===== src/rtl/seg_scan_driver_pkg.sv =====
// Shared constants for the seven-segment scan driver.
//   scan_period : default clk cycles per digit slot
//   blink_scans : default full scans per blink half-phase
//   ZERO..NINE, SEP : character words (bit7=a ... bit1=g, bit0=dp)
//   cnt_width() : counter width helper, at least 1 bit even for N=1
package seg_scan_driver_pkg;

  localparam int scan_period = 200000;
  localparam int blink_scans = 64;

  localparam logic [7:0] ZERO  = 8'hFC;
  localparam logic [7:0] ONE   = 8'h60;
  localparam logic [7:0] TWO   = 8'hDA;
  localparam logic [7:0] THREE = 8'hF2;
  localparam logic [7:0] FOUR  = 8'h66;
  localparam logic [7:0] FIVE  = 8'hB6;
  localparam logic [7:0] SIX   = 8'hBE;
  localparam logic [7:0] SEVEN = 8'hE0;
  localparam logic [7:0] EIGHT = 8'hFE;
  localparam logic [7:0] NINE  = 8'hF6;
  localparam logic [7:0] SEP   = 8'h02;

  function automatic int cnt_width(input int n);
    return (n > 1) ? $clog2(n) : 1;
  endfunction

endpackage


===== src/rtl/seg_scan_driver_scan_divider.sv =====
// scan_divider: generic modulo-N counter with a terminal-count strobe.
//   clk, rst : clock, asynchronous active-high reset
//   en       : count enable; the counter only moves when en=1
//   tc       : high for the enabled cycle in which the count is N-1
//              (the counter wraps to 0 on that edge)
module scan_divider
  import seg_scan_driver_pkg::*;
#(
  parameter int N = 4
) (
  input  logic clk,
  input  logic rst,
  input  logic en,
  output logic tc
);

  localparam int CW = cnt_width(N);

  logic [CW-1:0] count;

  assign tc = en && (count == CW'(N - 1));

  always_ff @(posedge clk or posedge rst) begin
    if (rst) begin
      count <= '0;
    end else if (en) begin
      if (tc) count <= '0;
      else    count <= count + 1'b1;
    end
  end

endmodule


===== src/rtl/seg_scan_driver.sv =====
// seg_scan_driver: time-multiplexes a 64-bit, 8-character frame onto an
// 8-digit seven-segment display with double-buffered frame updates and
// per-digit blinking.
//   clk, rst     : clock, asynchronous active-high reset
//   frame_in     : characters, digit 0 (leftmost) = frame_in[63:56]
//   frame_valid  : one-cycle capture strobe
//   blink_mask   : bit i=1 -> digit i blinks (used live, not buffered)
//   seg_en       : one-hot digit enable, bit i = digit i
//   seg_out0     : segments for digits 0-3 (0 while digits 4-7 scan)
//   seg_out1     : segments for digits 4-7 (0 while digits 0-3 scan)
//   frame_loaded : one-cycle pulse when a new frame becomes active
//
// Handshake: frame_valid is a fire-and-forget strobe with no ready; every
// cycle it is high, frame_in is taken. Captured frames wait in a shadow
// register and are committed only at the end of a full 8-digit scan, so a
// scan never mixes two frames; the last strobe before the commit wins.
module seg_scan_driver
  import seg_scan_driver_pkg::*;
#(
  parameter int SCAN_PERIOD = scan_period,
  parameter int BLINK_SCANS = blink_scans,
  parameter int DIGITS      = 8
) (
  input  logic        clk,
  input  logic        rst,
  input  logic [63:0] frame_in,
  input  logic        frame_valid,
  input  logic [7:0]  blink_mask,
  output logic [7:0]  seg_en,
  output logic [7:0]  seg_out0,
  output logic [7:0]  seg_out1,
  output logic        frame_loaded
);

  localparam int IW = cnt_width(DIGITS);

  logic [IW-1:0] idx;
  logic [63:0]   active;
  logic [63:0]   shadow;
  logic          pending;
  logic          phase;
  logic          scan_step;
  logic          scan_wrap;
  logic          phase_flip;
  logic [7:0]    cur_char;
  logic          blanked;

  scan_divider #(.N(SCAN_PERIOD)) u_tick (
    .clk (clk),
    .rst (rst),
    .en  (1'b1),
    .tc  (scan_step)
  );

  assign scan_wrap = scan_step && (idx == IW'(DIGITS - 1));

  // Counts completed scans; its terminal strobe flips the blink phase.
  scan_divider #(.N(BLINK_SCANS)) u_blink (
    .clk (clk),
    .rst (rst),
    .en  (scan_wrap),
    .tc  (phase_flip)
  );

  always_comb begin
    cur_char = active[8 * (DIGITS - 1 - int'(idx)) +: 8];
    blanked  = blink_mask[idx] & phase;
  end

  always_ff @(posedge clk or posedge rst) begin
    if (rst) begin
      idx          <= '0;
      active       <= '0;
      shadow       <= '0;
      pending      <= 1'b0;
      phase        <= 1'b0;
      frame_loaded <= 1'b0;
      seg_en       <= '0;
      seg_out0     <= '0;
      seg_out1     <= '0;
    end else begin
      if (scan_step) begin
        idx <= scan_wrap ? '0 : idx + 1'b1;
      end

      if (phase_flip) phase <= ~phase;

      // A strobe landing on the wrap cycle goes straight to the display;
      // whatever sat in the shadow is superseded and dropped.
      if (frame_valid && scan_wrap) begin
        active       <= frame_in;
        pending      <= 1'b0;
        frame_loaded <= 1'b1;
      end else if (scan_wrap && pending) begin
        active       <= shadow;
        pending      <= 1'b0;
        frame_loaded <= 1'b1;
      end else begin
        frame_loaded <= 1'b0;
        if (frame_valid) begin
          shadow  <= frame_in;
          pending <= 1'b1;
        end
      end

      // Outputs reflect the slot being scanned this cycle, one cycle late.
      seg_en   <= 8'b1 << idx;
      seg_out0 <= (!idx[IW-1] && !blanked) ? cur_char : 8'h00;
      seg_out1 <= ( idx[IW-1] && !blanked) ? cur_char : 8'h00;
    end
  end

endmodule


===== config.mk =====
export PLATFORM = sky130hd
export DESIGN_NAME = seg_scan_driver
export DESIGN_NICKNAME = d
export VERILOG_FILES = /design/src/rtl/seg_scan_driver_pkg.sv /design/src/rtl/seg_scan_driver_scan_divider.sv /design/src/rtl/seg_scan_driver.sv
export SDC_FILE = /design/constraint.sdc
export NUM_CORES = 1
export LEC_CHECK = 0
export CORE_UTILIZATION = 60
export CTS_CLUSTER_SIZE = 28
export DETAILED_ROUTE_END_ITERATION = 8
export PLACE_DENSITY = 0.85
export SLEW_MARGIN = 0
export SYNTH_ARGS = -nofsm -noshare
export SYNTH_HDL_FRONTEND = slang
export SYNTH_SLANG_ARGS = --single-unit

===== constraint.sdc =====
create_clock -name clk -period 9.6 [get_ports clk]
set_input_delay 1.92 -clock clk [delete_from_list [all_inputs] [get_ports clk]]
set_output_delay 1.92 -clock clk [all_outputs]
set_load 0.01 [all_outputs]

==> Implementation_results.wiki <==
{| class="wikitable"
! Metric !! Value
|-
| Result of the run || finished, final reports clean
|-
| Wire length of the first global-routing pass || ~32 mm
|-
| Number of vias per cell after detailed routing || 6.296
|-
| Final Net Count || approximately 900
|-
| Switching power || 388.5 uW
|-
| Global placer's final weighted congestion || about 0.83
|-
| Longest Clk Path Bufs || 2
|-
| VDD IR max || approximately 0.13 mV
|-
| Part of the power in combinational logic || ~8%
|-
| TritonCTS clock tree || built
|-
| First element of the critical path || frame_valid
|-
| Clock tree root buffer cell || sky130_fd_sc_hd__clkbuf_16
|-
| Unique masters post-synth || 43
|-
| Number of warnings printed during yosys synthesis || 0
|-
| Portion of the post-synthesis area used by sequential elements || 55.45%
|-
| Setup repair after global routing missed its margin || no
|-
| Number of hold violations in the final report || 0
|-
| Clock transition at path regs || approximately 60 ps
|-
| Die area || around 0.014 sq mm
|-
| Post-DRT Antenna Nets || 0
|-
| Cells along the critical path || buf_2 > buf_4 > inv_1 > buf_4 > nand2_1 > o22ai_1 > a2bb2oi_1
|-
| Kind of launch point of the worst setup path || primary input
|-
| Switching portion of total power || 23.04%
|-
| F_max || 0.2490 GHz
|-
| Setup TNS || 0 ps
|-
| Proportion of layout cells with a drive suffix above 1 || between 10% and 20%
|-
| Wire length per cell || 19.88 microns
|-
| Sink Count || around 180
|-
| Post-synth EDFFs || 0
|-
| Starting density of the core || about three fifths
|-
| Pins Over Slew Limit || 0
|-
| Die width || ~120 microns
|-
| Type of the worst min-delay path || reg -> reg
|-
| Static Leak || between 0.004 and 0.005 uW
|-
| Initial drt markers || around 670
|-
| Area of the mapped netlist || about 0.0082 sq mm
|-
| Fraction of registers with async set/reset || 100.0%
|-
| Type of destination of the critical path || register
|-
| Largest fanout of any net on the critical path || 94
|-
| Predominant post-synthesis flop cell || sky130_fd_sc_hd__dfrtp_1
|-
| Cell repeated most along the worst path || sky130_fd_sc_hd__buf_4
|-
| Crit path largest cell delay || approximately 700 ps
|-
| Setup Crit Path Kind || in -> reg
|-
| Number of setup buffers added after CTS || 0
|-
| Max capacitance violation total || 0
|-
| Post-synthesis register bit count || between 150 and 200
|-
| Post-detailed-placement half-perimeter wirelength || about 12 mm
|-
| Hold path depth || 1
|-
| Max stage delay cell, worst path || sky130_fd_sc_hd__buf_4
|-
| Final period util || 41.83%
|-
| Cell depth of the worst flop-to-flop path || 5
|-
| Largest net degree at the start of global routing || 95
|-
| Rel. slew slack || approximately 17%
|-
| Clock buffer count from CTS || 17
|-
| Final clock skew || roughly 13 ps
|-
| Cell area power density || 172.0 mW/mm^2
|-
| Placeable core region || roughly 0.013 sq mm
|-
| Endpoints failing setup || 0
|-
| Part of the total power dissipated in sequential elements || ~49%
|-
| Mean Syn Cell Area || 11.25 sq um
|-
| Sum of internal, switching and leakage power || between 1500 and 2000 uW
|-
| GR Util All Layers || between 20% and 30%
|-
| Diode count || 0
|-
| Gr ovfl total || 0
|-
| Minimum clock period || approximately 4000 ps
|-
| Clock share of power || between 40% and 50%
|-
| Arrival time worst endpoint || approximately 4400 ps
|-
| CTS resizes || 0
|-
| Die outline height || between 100 and 150 microns
|-
| Layout Area Growth over Synthesis || 19.34%
|-
| Worst skew pair latency || 440 ps
|-
| Required time of the worst setup path || 9940 ps
|-
| Actual slew at the worst max-slew pin || between 1000 and 1500 ps
|-
| Routed vias || about 6200
|-
| H-tree depth || 4
|-
| Mapped Nets || slightly above 800
|-
| Site Rows || 42
|-
| Total wire length after detailed routing || between 15 and 20 mm
|-
| Antenna violations before repair || 0
|-
| Worst reg2reg startpoint || idx[1]
|-
| Startpoint of the lowest-slack hold path || u_blink.count[2]
|-
| Number of detailed-routing iterations run before antenna repair || 7
|-
| PortBufs || 99
|-
| Count of hold-fix buffers inserted at cts || 0
|-
| Post-Synthesis Cells || 730
|-
| Total I/O pin count || 100
|-
| Number of design rule violations left after detail routing || 0
|-
| Cell-internal power || around 1300 uW
|-
| Vias in the first global route || 6262
|}
## power by group through the flow
stage | logic (uW) | registers, uW | clock network [uW]
detailed placement | 135 | 842 | 0
floorplan | 83.7 | 833 | 0
global placement | 130 | 838 | 0
CTS | 137 | 828 | 722
finish | 136 | 829 | 722
global route | 149 | 832 | 760
## path summary, 6_finish.rpt
path | end | slack (ps)
setup / recovery | active[47] | 5580
hold / removal | u_blink.count[2] | 490
setup reg to reg | u_blink.count[5] | 6160
hold reg to reg | u_blink.count[2] | 490
max in group asynchronous | u_tick.count[14] | 5950
min in group asynchronous | shadow[53] | 2040
## state kept, by name, summed over array words and instances, names as in the netlist
register	flops
frame_loaded	1
u_blink.count	6
seg_en	8
phase	1
u_tick.count	18
shadow	64
seg_out0	8
seg_out1	8
active	64
idx	3
pending	1
## kinds of logic (layout without fill, tap and decap cells)
group | Yosys count | after routing | synth area share, %
flip-flops | 182 | 182 | 55.45
AND/OR/NAND/NOR | 137 | 137 | 10.43
AO/OA/AOI/OAI | 240 | 240 | 17.70
buffers and inverters | 108 | 188 | 5.742
adder cells (fa/ha/maj) | 8 | 8 | 1.219
multiplexers | 37 | 37 | 7.540
XOR/XNOR | 18 | 18 | 1.919
## synthesized netlist by cell type (2+ instances only)
| cell type | instances | share of area [%] |
|---|---|---|
| sky130_fd_sc_hd__o22ai_1 | 30 | 2.3 |
| sky130_fd_sc_hd__nand4_1 | 6 | 0.46 |
| sky130_fd_sc_hd__o31ai_1 | 2 | 0.18 |
| sky130_fd_sc_hd__nand3_2 | 2 | 0.24 |
| sky130_fd_sc_hd__buf_6 | 6 | 0.82 |
| sky130_fd_sc_hd__mux2_2 | 16 | 2.2 |
| sky130_fd_sc_hd__and2_1 | 4 | 0.30 |
| sky130_fd_sc_hd__and3_1 | 21 | 1.6 |
| sky130_fd_sc_hd__buf_2 | 7 | 0.43 |
| sky130_fd_sc_hd__dfrtp_1 | 182 | 55 |
| sky130_fd_sc_hd__xnor2_1 | 13 | 1.4 |
| sky130_fd_sc_hd__inv_1 | 52 | 2.4 |
| sky130_fd_sc_hd__or3_1 | 2 | 0.15 |
| sky130_fd_sc_hd__buf_4 | 3 | 0.27 |
| sky130_fd_sc_hd__nor2b_1 | 4 | 0.30 |
| sky130_fd_sc_hd__ha_1 | 8 | 1.2 |
| sky130_fd_sc_hd__a21oi_1 | 57 | 3.5 |
| sky130_fd_sc_hd__a2bb2oi_1 | 7 | 0.75 |
| sky130_fd_sc_hd__buf_1 | 2 | 0.091 |
| sky130_fd_sc_hd__xor2_1 | 5 | 0.53 |
| sky130_fd_sc_hd__mux4_2 | 18 | 4.9 |
| sky130_fd_sc_hd__nor3b_1 | 45 | 4.1 |
| sky130_fd_sc_hd__o21ai_0 | 96 | 5.8 |
| sky130_fd_sc_hd__nor2_1 | 19 | 0.87 |
| sky130_fd_sc_hd__o22a_2 | 5 | 0.61 |
| sky130_fd_sc_hd__nand2_1 | 18 | 0.82 |
| sky130_fd_sc_hd__nand3_1 | 6 | 0.37 |
| sky130_fd_sc_hd__mux2_1 | 3 | 0.41 |
| sky130_fd_sc_hd__o22a_1 | 40 | 4.3 |
| sky130_fd_sc_hd__nor3_1 | 2 | 0.12 |
| sky130_fd_sc_hd__clkbuf_1 | 37 | 1.7 |
## cell type report
| cell class | count | area, sq um |
|---|---|---|
| Timing Repair Buffer | 105 | 1031 |
| Tap cell | 176 | 220.2 |
| Sequential cell | 182 | 4554 |
| Clock buffer | 20 | 456.7 |
| Clock inverter | 11 | 147.6 |
| Inverter | 52 | 200.2 |
| Fill cell | 886 | 3492 |
| Multi-Input combinational cell | 440 | 3193 |
## placed cells by master, fill, tap and decap left out, drive strengths merged
master	netlist	routed
bufinv	0	3
and3	22	22
mux4	18	18
o21ai	96	96
nor4bb	1	1
nand3b	1	1
and4b	1	1
clkinv	0	4
clkdlybuf4s50	0	98
nor4b	1	1
clkbuf	38	20
o22a	45	45
a2bb2oi	7	7
ha	8	8
o211ai	1	1
a21o	1	1
xnor2	13	13
o31ai	2	2
nor3	2	2
nor2b	4	4
a31o	1	1
nand4	6	6
inv	52	55
xor2	5	5
buf	18	7
mux2	19	19
or3	2	2
o22ai	30	30
clkinvlp	0	1
nand2	19	19
nand3	8	8
nor2	20	20
and2	5	5
a21oi	57	57
nor3b	45	45
dfrtp	182	182
## metrics by stage
stage / cell area, sq um / std cells / hold WS [ps] / setup slack [ps] / utilization (%)
2_1_floorplan: 8214 / 730 / 432.9 / 2736 / -
3_3_place_gp: 9199 / 955 / 446.7 / 5431 / 69.19
3_5_place_dp: 9199 / 955 / 472.4 / 5288 / 69.19
4_1_cts: 9803 / 986 / 485.0 / 5685 / 73.73
5_1_grt: 9803 / 986 / 505.9 / 5405 / 73.73
6_report: 9803 / 986 / 485.3 / 5584 / 73.73
## worst max-delay path, delay by kind of cell
| kind | cells | cell delay (ps) |
|---|---|---|
| buffers and inverters | 4 | 1720 |
| AO/OA/AOI/OAI | 2 | 340 |
| AND/OR/NAND/NOR | 1 | 290 |
## layer usage
metal  vias up  share of wire, %  routed length, microns  track usage, %
met5         -                 0                       0               0
met4         0               1.7                     341           9.573
met3        32               7.5                    1467           6.944
met2       287                50                    9775           47.82
met1      3129                41                    8016           39.87
li1       2760                 -                       -               -
No activity file was read; power rests on OpenSTA's default activity.
==> edit, RTL diff (same flow settings) <==
Put one more register stage on the output `seg_out1`, with the module's reset. The value now appears one clock later. The other outputs are not delayed to match.
--- a/src/rtl/seg_scan_driver.sv
+++ b/src/rtl/seg_scan_driver.sv
@@ -33,6 +33,8 @@
 );
 
   localparam int IW = cnt_width(DIGITS);
+
+  logic [7:0] seg_out1_s0;
 
   logic [IW-1:0] idx;
   logic [63:0]   active;
@@ -77,7 +79,7 @@
       frame_loaded <= 1'b0;
       seg_en       <= '0;
       seg_out0     <= '0;
-      seg_out1     <= '0;
+      seg_out1_s0  <= '0;
     end else begin
       if (scan_step) begin
         idx <= scan_wrap ? '0 : idx + 1'b1;
@@ -106,7 +108,15 @@
       // Outputs reflect the slot being scanned this cycle, one cycle late.
       seg_en   <= 8'b1 << idx;
       seg_out0 <= (!idx[IW-1] && !blanked) ? cur_char : 8'h00;
-      seg_out1 <= ( idx[IW-1] && !blanked) ? cur_char : 8'h00;
+      seg_out1_s0 <= ( idx[IW-1] && !blanked) ? cur_char : 8'h00;
+    end
+  end
+
+  always_ff @(posedge clk or posedge rst) begin
+    if (rst) begin
+      seg_out1 <= '0;
+    end else begin
+      seg_out1 <= seg_out1_s0;
     end
   end
 
Behaviour: same outputs for any inputs over 10 cycles, from zero or initial values and one cycle with rst high; that may be too few to reach the edited logic, so the function may still have changed.
==> edit against the original RTL <==
- utilization is 0.71 points higher
- sequential power is 4.8% higher
- maximum frequency is 4.3% higher
- sequential cell count is 8 higher
- combinational power is 3% higher
- worst setup slack better by 0.17 ns
- via count is 7.6% lower
- synthesized area is 1.6% higher
- clock skew is 0.0030 ns lower
- power is 1.3% higher
- non-clock buffer count stayed put
- final area is 1.8% higher
- routed wire length is 5.5% lower
- critical path type is now reg2reg
- critical endpoint is now u_blink.count[0]
- largest cell class unchanged
==> edit: results (changes against the original RTL) <==
| Metric | Value |
|---|---|
| Post-Syn Nets | 789 (-3.0%) |
| Multi-input gate count | 402 (-8.6%) |
| Ranking of synthesized cells by area | dfrtp_1 (57%), o2bb2ai_1 (6.7%), mux2_1 (6.6%) |
| Worst reg2reg setup slack | 5.75 ns (-0.41 ns) |
| Top Metal Used | met5 |
| Wire length on met1 | 7.73 mm (-3.6%) |
| Met1 GRT Util | 36.1% (-3.8 points) |
| FF-to-FF path depth | 6 (+1) |
| Slowest stage cell, crit path | dfrtp_1 |
| Worst R2R End | u_blink.count[0] |
| Grt met2 use | 46.5% (-1.3 points) |
| Flop pwr share | 50.8% (+1.7 points) |
| Worst endpoint data arrival time | 4.17 ns (-0.19 ns) |
| Final nets | 869 (-1.4%) |
| CP max FO | 34 (-64%) |
| Clk sinks | 190 (+4.4%) |
| Sw Share | 22.3% (-0.70 points) |
| Global placement routability congestion | 0.805 (-3.1%) |
| Fraction of area in multi-input gates | 31.3% (-1.2 points) |
| Static Leak | 4.52 nW (+5.1%) |
| Top delay family on crit path | flip-flops |
| Clock share of power | 41.0% (-1.8 points) |
| Worst Setup EP | u_blink.count[0] |
| Area Growth Syn to Fin | 19.5% |
| Final Instance Area | 0.00998 mm2 (+1.8%) |
| Met3 routed WL | 891 um (-39%) |
| Outcome | finished, final reports clean |
| Clock Buffer Count | 23 (+15%) |
| GRT Total Usage | 28.2% (-1.4 points) |
| DP HPWL | 11.5 mm (-6.7%) |
[edit: cell count changes after synthesis, sizes merged, moves of 26 or more]
cell	delta
a21oi	-57
mux2	+46
nand2	+52
nor3b	-45
o21ai	-26
o22a	-45
o22ai	-29
o2bb2ai	+64
[edit: through the flow]
step	setup slack, ns	hold slack [ns]	instances	total power, mW
global placement	5.46	0.334	943	1.01
detailed placement	5.41	0.337	943	1.02
global route	5.61	0.367	974	1.77
floorplan	2.51	0.331	706	0.955
finish	5.75	0.349	974	1.71
CTS	5.80	0.351	974	1.72
[edit: cells by family (layout without fill, tap and decap cells)]
group / count (synthesis) / count (layout) / synth area share, %
AOI/OAI and AO/OA: 140 / 140 / 11.5
xor gates and xnor gates: 17 / 17 / 1.78
adders and majority gates: 8 / 8 / 1.20
buffers and inverters: 114 / 206 / 5.86
DFF: 190 / 190 / 56.9
muxes: 83 / 83 / 13.6
and+or+nand+nor: 154 / 154 / 9.11
